===== src/rtl/vec_pkg.sv =====
// ---------------------------------------------------------------------------
// vec_pkg
// Shared definitions for the lane-parallel vector datapath: lane geometry,
// the lane-index width and the store-unit state encoding.
// Used by vector_store_unit and vec_lane_select (and a future load unit).
// ---------------------------------------------------------------------------
package vec_pkg;

   localparam int LANE_W     = 8;
   localparam int LANES      = 6;
   localparam int VEC_W      = LANE_W * LANES;
   localparam int LANE_IDX_W = $clog2(LANES);

   typedef enum logic [1:0] {
      S_IDLE,
      S_WRITE,
      S_DONE
   } vst_state_t;

endpackage : vec_pkg


===== src/rtl/vec_lane_select.sv =====
// ---------------------------------------------------------------------------
// vec_lane_select
// Purely combinational lane multiplexer: returns lane idx of a packed vector,
// where lane i occupies vec[LANE_W*i +: LANE_W]. An index beyond the last
// lane returns zero.
// Ports:
//   vec   in  N         packed vector
//   idx   in  IDX_W     lane index
//   lane  out LANE_W    selected lane
// ---------------------------------------------------------------------------
module vec_lane_select
   import vec_pkg::*;
#(
   parameter int N      = VEC_W,
   parameter int LW     = LANE_W,
   parameter int IDX_W  = LANE_IDX_W
) (
   input  logic [N-1:0]     vec,
   input  logic [IDX_W-1:0] idx,
   output logic [LW-1:0]    lane
);

   // Compare-and-select over all lanes keeps the index arithmetic out of the
   // part-select and gives a clean AND-OR mux.
   always_comb begin
      lane = '0;
      for (int i = 0; i < N / LW; i++) begin
         if (idx == IDX_W'(i)) begin
            lane = vec[LW*i +: LW];
         end
      end
   end

endmodule : vec_lane_select


===== src/rtl/vector_store_unit.sv =====
// ---------------------------------------------------------------------------
// vector_store_unit
// Accepts one packed vector (six 8-bit lanes) through a valid/ready
// handshake and writes it to byte-addressed memory, one lane per cycle,
// lane 0 first, followed by a one-cycle done pulse. Masked-off lanes still
// take their cycle so the latency is always LANES + 1 cycles.
// Ports:
//   clk, rst           clock (rising edge), async active-high reset
//   st_valid/st_ready  request handshake
//   st_data            packed vector, lane i = st_data[LANE_W*i +: LANE_W]
//   st_addr            base byte address
//   st_mask            per-lane write enable
//   mem_we/addr/wdata  registered byte write port
//   busy               high while lanes are being written
//   done               one-cycle completion pulse
// ---------------------------------------------------------------------------
module vector_store_unit
   import vec_pkg::*;
#(
   parameter int N      = VEC_W,
   parameter int ADDR_W = 16
) (
   input  logic              clk,
   input  logic              rst,
   input  logic              st_valid,
   output logic              st_ready,
   input  logic [N-1:0]      st_data,
   input  logic [ADDR_W-1:0] st_addr,
   input  logic [LANES-1:0]  st_mask,
   output logic              mem_we,
   output logic [ADDR_W-1:0] mem_addr,
   output logic [LANE_W-1:0] mem_wdata,
   output logic              busy,
   output logic              done
);

   vst_state_t              state_q, state_d;
   logic [LANE_IDX_W-1:0]   lane_q, lane_d;
   logic [N-1:0]            data_q, data_d;
   logic [ADDR_W-1:0]       base_q, base_d;
   logic [LANES-1:0]        mask_q, mask_d;
   logic                    mem_we_q, mem_we_d;
   logic [ADDR_W-1:0]       mem_addr_q, mem_addr_d;
   logic [LANE_W-1:0]       mem_wdata_q, mem_wdata_d;
   logic                    busy_q, busy_d;
   logic                    done_q, done_d;
   logic                    handshake;
   logic                    write_lane;
   logic [LANE_W-1:0]       lane_byte;

   // Ready is decoded from the state only; it is forced low while reset is
   // held so no request can be taken during reset.
   assign st_ready  = (state_q != S_WRITE) && !rst;
   assign handshake = st_valid && (state_q != S_WRITE);

   // The mux looks at the *next* vector and lane so the selected byte can be
   // registered in the same edge that advances the lane counter.
   vec_lane_select #(
      .N     (N),
      .LW    (LANE_W),
      .IDX_W (LANE_IDX_W)
   ) u_lane_select (
      .vec  (data_d),
      .idx  (lane_d),
      .lane (lane_byte)
   );

   // Next-state and next-output logic. Every output is a register loaded
   // with the value for the upcoming cycle, so nothing reaches the memory
   // port combinationally from the inputs. Address and data hold outside
   // the write phase.
   always_comb begin
      state_d     = state_q;
      lane_d      = lane_q;
      data_d      = data_q;
      base_d      = base_q;
      mask_d      = mask_q;
      mem_we_d    = 1'b0;
      mem_addr_d  = mem_addr_q;
      mem_wdata_d = mem_wdata_q;
      write_lane  = 1'b0;

      case (state_q)
         S_IDLE, S_DONE: begin
            if (handshake) begin
               data_d     = st_data;
               base_d     = st_addr;
               mask_d     = st_mask;
               lane_d     = '0;
               state_d    = S_WRITE;
               write_lane = 1'b1;
            end else begin
               state_d = S_IDLE;
            end
         end
         S_WRITE: begin
            if (lane_q == LANE_IDX_W'(LANES - 1)) begin
               state_d = S_DONE;
            end else begin
               lane_d     = lane_q + LANE_IDX_W'(1);
               write_lane = 1'b1;
            end
         end
         default: state_d = S_IDLE;
      endcase

      // Address wraps naturally at ADDR_W bits.
      if (write_lane) begin
         mem_we_d    = mask_d[lane_d];
         mem_addr_d  = base_d + ADDR_W'(lane_d);
         mem_wdata_d = lane_byte;
      end

      busy_d = (state_d == S_WRITE);
      done_d = (state_d == S_DONE);
   end

   // State, capture and output registers; reset clears everything so an
   // aborted store stops writing at once and never signals done.
   always_ff @(posedge clk or posedge rst) begin
      if (rst) begin
         state_q     <= S_IDLE;
         lane_q      <= '0;
         data_q      <= '0;
         base_q      <= '0;
         mask_q      <= '0;
         mem_we_q    <= 1'b0;
         mem_addr_q  <= '0;
         mem_wdata_q <= '0;
         busy_q      <= 1'b0;
         done_q      <= 1'b0;
      end else begin
         state_q     <= state_d;
         lane_q      <= lane_d;
         data_q      <= data_d;
         base_q      <= base_d;
         mask_q      <= mask_d;
         mem_we_q    <= mem_we_d;
         mem_addr_q  <= mem_addr_d;
         mem_wdata_q <= mem_wdata_d;
         busy_q      <= busy_d;
         done_q      <= done_d;
      end
   end

   assign mem_we    = mem_we_q;
   assign mem_addr  = mem_addr_q;
   assign mem_wdata = mem_wdata_q;
   assign busy      = busy_q;
   assign done      = done_q;

endmodule : vector_store_unit

===== config.mk =====
export PLATFORM = sky130hd
export DESIGN_NAME = vector_store_unit
export DESIGN_NICKNAME = d
export VERILOG_FILES = /design/src/rtl/vec_pkg.sv /design/src/rtl/vec_lane_select.sv /design/src/rtl/vector_store_unit.sv
export SDC_FILE = /design/constraint.sdc
export NUM_CORES = 1
export LEC_CHECK = 0
export CAP_MARGIN = 20
export CORE_ASPECT_RATIO = 1.2
export CORE_MARGIN = 1
export CORE_UTILIZATION = 40
export DETAILED_ROUTE_END_ITERATION = 12
export PLACE_DENSITY = 0.71
export SKIP_LAST_GASP = 1
export SYNTH_ARGS = -nofsm -noshare
export SYNTH_HDL_FRONTEND = slang
export SYNTH_SLANG_ARGS = --single-unit

===== constraint.sdc =====
create_clock -name clk -period 5 [get_ports clk]
set_clock_uncertainty 0.15 [all_clocks]
set_input_delay 1 -clock clk [delete_from_list [all_inputs] [get_ports clk]]
set_output_delay 1 -clock clk [all_outputs]
set_load 0.03 [all_outputs]

; ---- Yosys cells after proc, flatten, opt, wreduce, memory -nomap -nowiden
; Index checks and enable logic that the tools add are counted.
[classes]
addsub = 2
order_cmp = 1
n_eq_ne = 11
muxes = 24
n_reduce_logical = 6
[op_table]
columns = operator, n
row1 = two-way mux 48 bit, 2
row2 = two-way mux 8 bit, 6
row3 = two-way mux 16 bit, 2
row4 = adder 16 x 3 -> 16 bit, 1
row5 = two-way mux 6 bit, 2
row6 = == test 3 bit (second input constant), 3
row7 = == test 3 x 2 -> 1 bit (second input constant), 2
row8 = two-way mux 3 bit, 2
row9 = case mux 3 bit (2 select lines), 1
row10 = two-way mux 1 bit, 5
row11 = == test 2 x 1 -> 1 bit (second input constant), 2
row12 = == test 2 bit (second input constant), 2
row13 = less-than comparator 3 x 4 -> 1 bit (second input constant), 1
row14 = case mux 2 bit (2 select lines), 1
row15 = adder 3 x 1 -> 3 bit (second input constant), 1
row16 = binary-select mux 1 bit (select 3 bit), 1
row17 = == test 3 x 1 -> 1 bit (second input constant), 1
row18 = logical NOT 3 bit, 1
row19 = logical AND 1 bit, 2
row20 = logical NOT 2 bit, 1
row21 = two-way mux 2 bit, 1
row22 = inequality test 2 x 1 -> 1 bit (second input constant), 1
row23 = case mux 1 bit (2 select lines), 1
row24 = OR reduction 2 bit, 1
row25 = logical NOT 1 bit, 1
[totals]
regBits = 102
inputBits = 73
output_inout_bits = 28
word_cells = 54

; ---- Logic depth before layout (Yosys ltp)
[logic_depth]
word_depth = 11
ltp_mapped = 13
ltp_nobuf = 12

; ---- By module
; From an unflattened synthesis, not the netlist that was laid out.
[unflattened]
cells_unflattened = 536
area_unflattened_um2 = 4952.2
[modules_own_cells]
columns = mod, n_inst, cells_per_inst, area_per_inst_um2, seq_area_each_um2
row1 = vector_store_unit, 1, 489, 4494.3, 2552.4
row2 = vec_lane_select, 1, 47, 457.9, 0.0

; ---- Worst setup path after synthesis
; Ideal clock, no wire load.
[synth_timing]
kind = in2reg
startpoint = in st_valid
endpoint = reg mem_addr_q[10] (netlist: mem_addr[10])
setup_time_ns = 0.095
arrival_time_ns = 3.301
required_ns = 4.755
slack_ns = 1.453
path_stages = 13
path_buffers = 4
cell_sequence = nor2b_2 -> buf_6 -> buf_2 -> buf_2 -> clkbuf_1 -> nand2_1 -> nand2_1 -> fa_1 -> a21oi_1 -> nor3_1 -> nand2_1 -> o21a_1 -> o31ai_1
[synth_between]
elab_chain_len = 4
elab_cells_between_ends = 8
classes_between = add/sub (1) / mux (6) / reduce/logical (1)
[synth_rtl]
columns = item, line
row1 = from (decl), vector_store_unit.sv:25  ; input logic st_valid,
row2 = logical AND 1 bit, vector_store_unit.sv:54  ; assign handshake = st_valid && (state_q != S_WRITE);
row3 = two-way mux 16 bit, vector_store_unit.sv:85  ; if (handshake) begin
row4 = two-way mux 16 bit, vector_store_unit.sv:83  ; case (state_q)
row5 = net base_d[1], vector_store_unit.sv:40  ; logic [ADDR_W-1:0] base_q, base_d;
row6 = adder 16 x 3 -> 16 bit, vector_store_unit.sv:110  ; mem_addr_d = base_d + ADDR_W'(lane_d);
row7 = to (signal assigned), vector_store_unit.sv:139  ; mem_addr_q <= mem_addr_d;
row8 = to (decl), vector_store_unit.sv:43  ; logic [ADDR_W-1:0] mem_addr_q, mem_addr_d;
; The timed path passes the listed nets, and every way through them passes these cells.
; A chain may end at the register's enable or synchronous reset.

; ---- Worst setup path after layout
[layout_timing]
startpoint = in st_valid
endpoint = reg mem_addr_q[10] (netlist: mem_addr[10])
[layout_between]
elab_chain_len = 4
elab_cells_between_ends = 8
classes_between = add/sub (1) / mux (6) / reduce/logical (1)
[layout_rtl]
columns = item, line
row1 = logical AND 1 bit *, vector_store_unit.sv:54
row2 = two-way mux 3 bit / two-way mux 16 bit (equally long branches), vector_store_unit.sv:85
row3 = case mux 3 bit (2 select lines) / two-way mux 16 bit (equally long branches), vector_store_unit.sv:83
row4 = adder 16 x 3 -> 16 bit, vector_store_unit.sv:110
; Mark *: on every way between the ends. The rest lies on a longest branch, timed or not.

==> results.md <==
- Outcome: finished clean
- Slew headroom: between 30% and 40%
- Leakage power summed over all cells: 2.88 nW
- First-pass GRT wire length: between 15 and 20 mm
- IO Pins: slightly above 100
- Layout-stage area growth over the synthesis result: 29.5%
- Initial antenna violation count: 0
- Clock Sinks: approximately 100
- Maximum ir drop on the vdd rail: between 300 and 400 µV
- Number of remaining DRC errors: 0
- Sequential-to-total area share from yosys stat: ~53%
- Synth Area in Adders: between 1 and 1.5%
- Number of fillers in the final layout: about 1100
- Synthesized flop and latch total: a little over 100
- Initial DRT Pass Iterations: 4
- Power density normalized to cell area: a little over 700 nW/µm²
- Synth Area in Compound Gates: between 10% and 20%
- Parity-gate share of the synthesized area counting xor and xnor cells: between 1 and 1.5%
- Number of max-cap violations: 0
- Overall Power: roughly 0.0045 W
- CP cell instances: clkdlybuf4s50_1 -> nor2b_4 -> or3_1 -> clkinv_2 -> ha_1 -> a21oi_1 -> nor3_1 -> nand2_1 -> o21a_1 -> o31ai_1
- Mean post-synth cell area: between 9 and 10 µm²
- Multiplexer fraction of the synthesized cell area: 4.57%
- Worst stage delay on the critical path: ~0.55 ns
- Worst min-delay path category: flip-flop to flip-flop
- Routed vias/inst: around 5
- Global Route Usage Sum: between 20% and 30%
- Synthesized cell area: ~4800 µm²
- Transition at the pin with the smallest max-transition slack: 0.913 ns
- Type of the setup path with the least slack: input pin to flip-flop
- Maximum number of pins on one net before global-route repair: 76
- Clock root buffer: sky130_fd_sc_hd__clkbuf_16
- Post-CTS Setup Repair Bufs: 0
- Number of max-slew violations in the final report: 0
- Top fanout value on the critical path: 18
- Number of buffers created by CTS: 9
- Share of final-layout standard cells stronger than drive strength 1: around 6.4%
- Total congestion overflow after global routing: 0
- Mean routed wirelength per cell: between 15 and 20 µm
- Total count of hold-check failures in the final report: 0
- Diode count: 0
- CTS H-tree lvls: 3
- Post-Synthesis Net Count: 595
- Post-synthesis cell count: between 500 and 600
- Total number of placement rows: 43
- Number of setup violations in the final report: 0
- Effective utilization at floorplan: roughly two fifths
- Iteration-0 DRC Markers: 220
- Area of the multi-input gates: a little over 2000 µm²
- Worst endpoint required time: 5.10 ns
- Unrepaired setup endpoints after global routing: no
- Number of cells upsized or downsized after cts: 0
- Post-layout min period: just over 4 ns
- Final RePlAce weighted congestion: 0.799
- CP max stage cell: sky130_fd_sc_hd__clkdlybuf4s50_1
- Bufs on Longest Clock Path: 2
- Kind of end point of the critical path: flip-flop
- Tcrit/Tclk final: 81.4%
- Storage element area: around 2600 µm²
- Post-DP HPWL: 8.32 mm
- Clock-pin slew on the worst setup and hold paths: ~0.06 ns
- Area of the die: between 10000 and 15000 µm²
- Vertical die dimension: about 120 µm
- Width of the chip: between 100 and 150 µm
- Minimum hold slack: 0.321 ns
- Sort of element at the start of the critical path: input pin
- Combinational family with the most area after synthesis: simple AND/OR/NAND/NOR gates
- Setup TNS after final layout: 0 ns
- Fmax: about 250 MHz
- Count of input and output buffers: 100
- TritonCTS clock tree: done
- Final Net Count: 685
- Yosys Warn Count: 0
- Total routed wirelength: about 12 mm
- Count of vias placed by the detailed router: 3892
- Core area: between 10000 and 15000 µm²
- Synth Area in Simple Gates: 22.5%
- Source-to-sink clock delay at the later pin of the worst-skew pair: roughly 0.34 ns
- Cell variety after synth: 55
- Vias in the first global route: 3962
- Post-DRT Antenna Nets: 0
- Hold-fix buffers, CTS: 0
- Arrival time at the worst endpoint: between 4 and 5 ns
## routing by layer
layer	up-vias	share of wire (%)	global-route usage, %
met3	10	4.7	4.13
met2	97	50	34.8
met5	-	0	0
li1	1918	-	-
met4	0	1.2	5.45
met1	1867	44	26.1
## placed cells by master, fill, tap and decap left out, types with 8 or more instances in the layout
| cell | n |
|---|---|
| sky130_fd_sc_hd__nor2_1 | 17 |
| sky130_fd_sc_hd__nand2_1 | 205 |
| sky130_fd_sc_hd__buf_4 | 8 |
| sky130_fd_sc_hd__clkdlybuf4s50_1 | 100 |
| sky130_fd_sc_hd__nor3_1 | 10 |
| sky130_fd_sc_hd__dfrtp_1 | 102 |
| sky130_fd_sc_hd__mux2i_1 | 16 |
| sky130_fd_sc_hd__o21a_1 | 10 |
| sky130_fd_sc_hd__inv_1 | 15 |
| sky130_fd_sc_hd__a21oi_1 | 8 |
| sky130_fd_sc_hd__clkbuf_16 | 9 |
## path summary, 6_finish.rpt
kind	from	endpoint	slack [ns]	cells after the start
min	data_q[25]$_DFF_PP0_	data_q[25]$_DFF_PP0_	0.32	2
min reg2reg	data_q[25]$_DFF_PP0_	data_q[25]$_DFF_PP0_	0.32	2
max reg2reg	lane_q[0]$_DFF_PP0_	mem_addr[11]$_DFFE_PP0P_	1.63	11
max	st_valid	mem_addr[10]$_DFFE_PP0P_	0.93	10
max in group asynchronous	rst	data_q[45]$_DFF_PP0_	2.69	3
min in group asynchronous	rst	base_q[7]$_DFF_PP0_	1.12	2
## metrics by stage
stage	worst slack [ns]	util, %	instances	area [µm²]
5_1_grt	0.707	53.4	768	6210
2_1_floorplan	1.17	-	517	4790
6_report	0.929	53.4	768	6210
4_1_cts	0.944	53.4	768	6210
3_5_place_dp	0.589	51.0	753	5920
3_3_place_gp	0.636	51.0	753	5920
## flip-flops by register name, summed over array words and instances (netlist names)
register   count
mem_addr      16
mem_wdata      8
data_q        48
busy           1
mask_q         6
state_q        2
done           1
mem_we         1
base_q        16
lane_q         3
## area by class of cell
| type | instances | share of cell area [%] |
|---|---|---|
| Clock buffer | 14 | 4.09 |
| Clock inverter | 1 | 0.484 |
| Inverter | 18 | 1.15 |
| Multi-Input combinational cell | 368 | 32.9 |
| Sequential cell | 102 | 41.1 |
| Tap cell | 157 | 3.17 |
| Timing Repair Buffer | 108 | 17.1 |
## critical path: cells and delay by family
kind | cells | cell delay [ns]
compound gates | 3 | 0.54
buf+inv | 2 | 0.76
simple gates | 4 | 1.43
fa+ha+maj | 1 | 0.42
## logic make-up (layout without fill, tap and decap cells)
kind of cell	count (synthesis)	in the layout
and+or+nand+nor	259	259
AOI/OAI and AO/OA	75	75
adders and majority gates	5	5
DFF	102	102
muxes	21	21
xor gates and xnor gates	8	8
buffers and inverters	47	141
## power by group
group	switching [W]	internal [W]
combinational	0.00146	0.000920
sequential	0.000173	0.00123
clock	0.000280	0.000400
## Yosys cell counts, drive strengths merged
cell	number	area (µm²)
nor2	17	63.8
clkbuf	14	52.6
inv	17	63.8
a41o	6	60.1
xor2	3	26.3
o22a	6	52.6
fa	1	20.0
dfrtp	102	2550
and2	2	13.8
xnor2	5	43.8
and4b	3	31.3
a311oi	1	8.76
a21oi	10	57.6
o31ai	4	30.0
and2b	1	8.76
o2111ai	1	8.76
o211ai	8	73.8
nand2	205	769
mux2	4	45.0
a211oi	5	50.1
a21o	1	7.51
nand4	7	43.8
nor3	10	50.1
o21a	10	75.1
clkinv	1	5.00
and4	2	17.5
nor4	3	18.8
mux2i	17	174
nand2b	2	15.0
o31a	1	8.76
a31o	1	8.76
nand3	4	20.0
ha	4	50.1
nor2b	1	8.76
o221ai	4	35.0
or3	2	17.5
o21ai	7	35.0
o311ai	6	52.6
buf	15	83.8
a31oi	4	31.3
No activity file was read; power rests on OpenSTA's default activity.
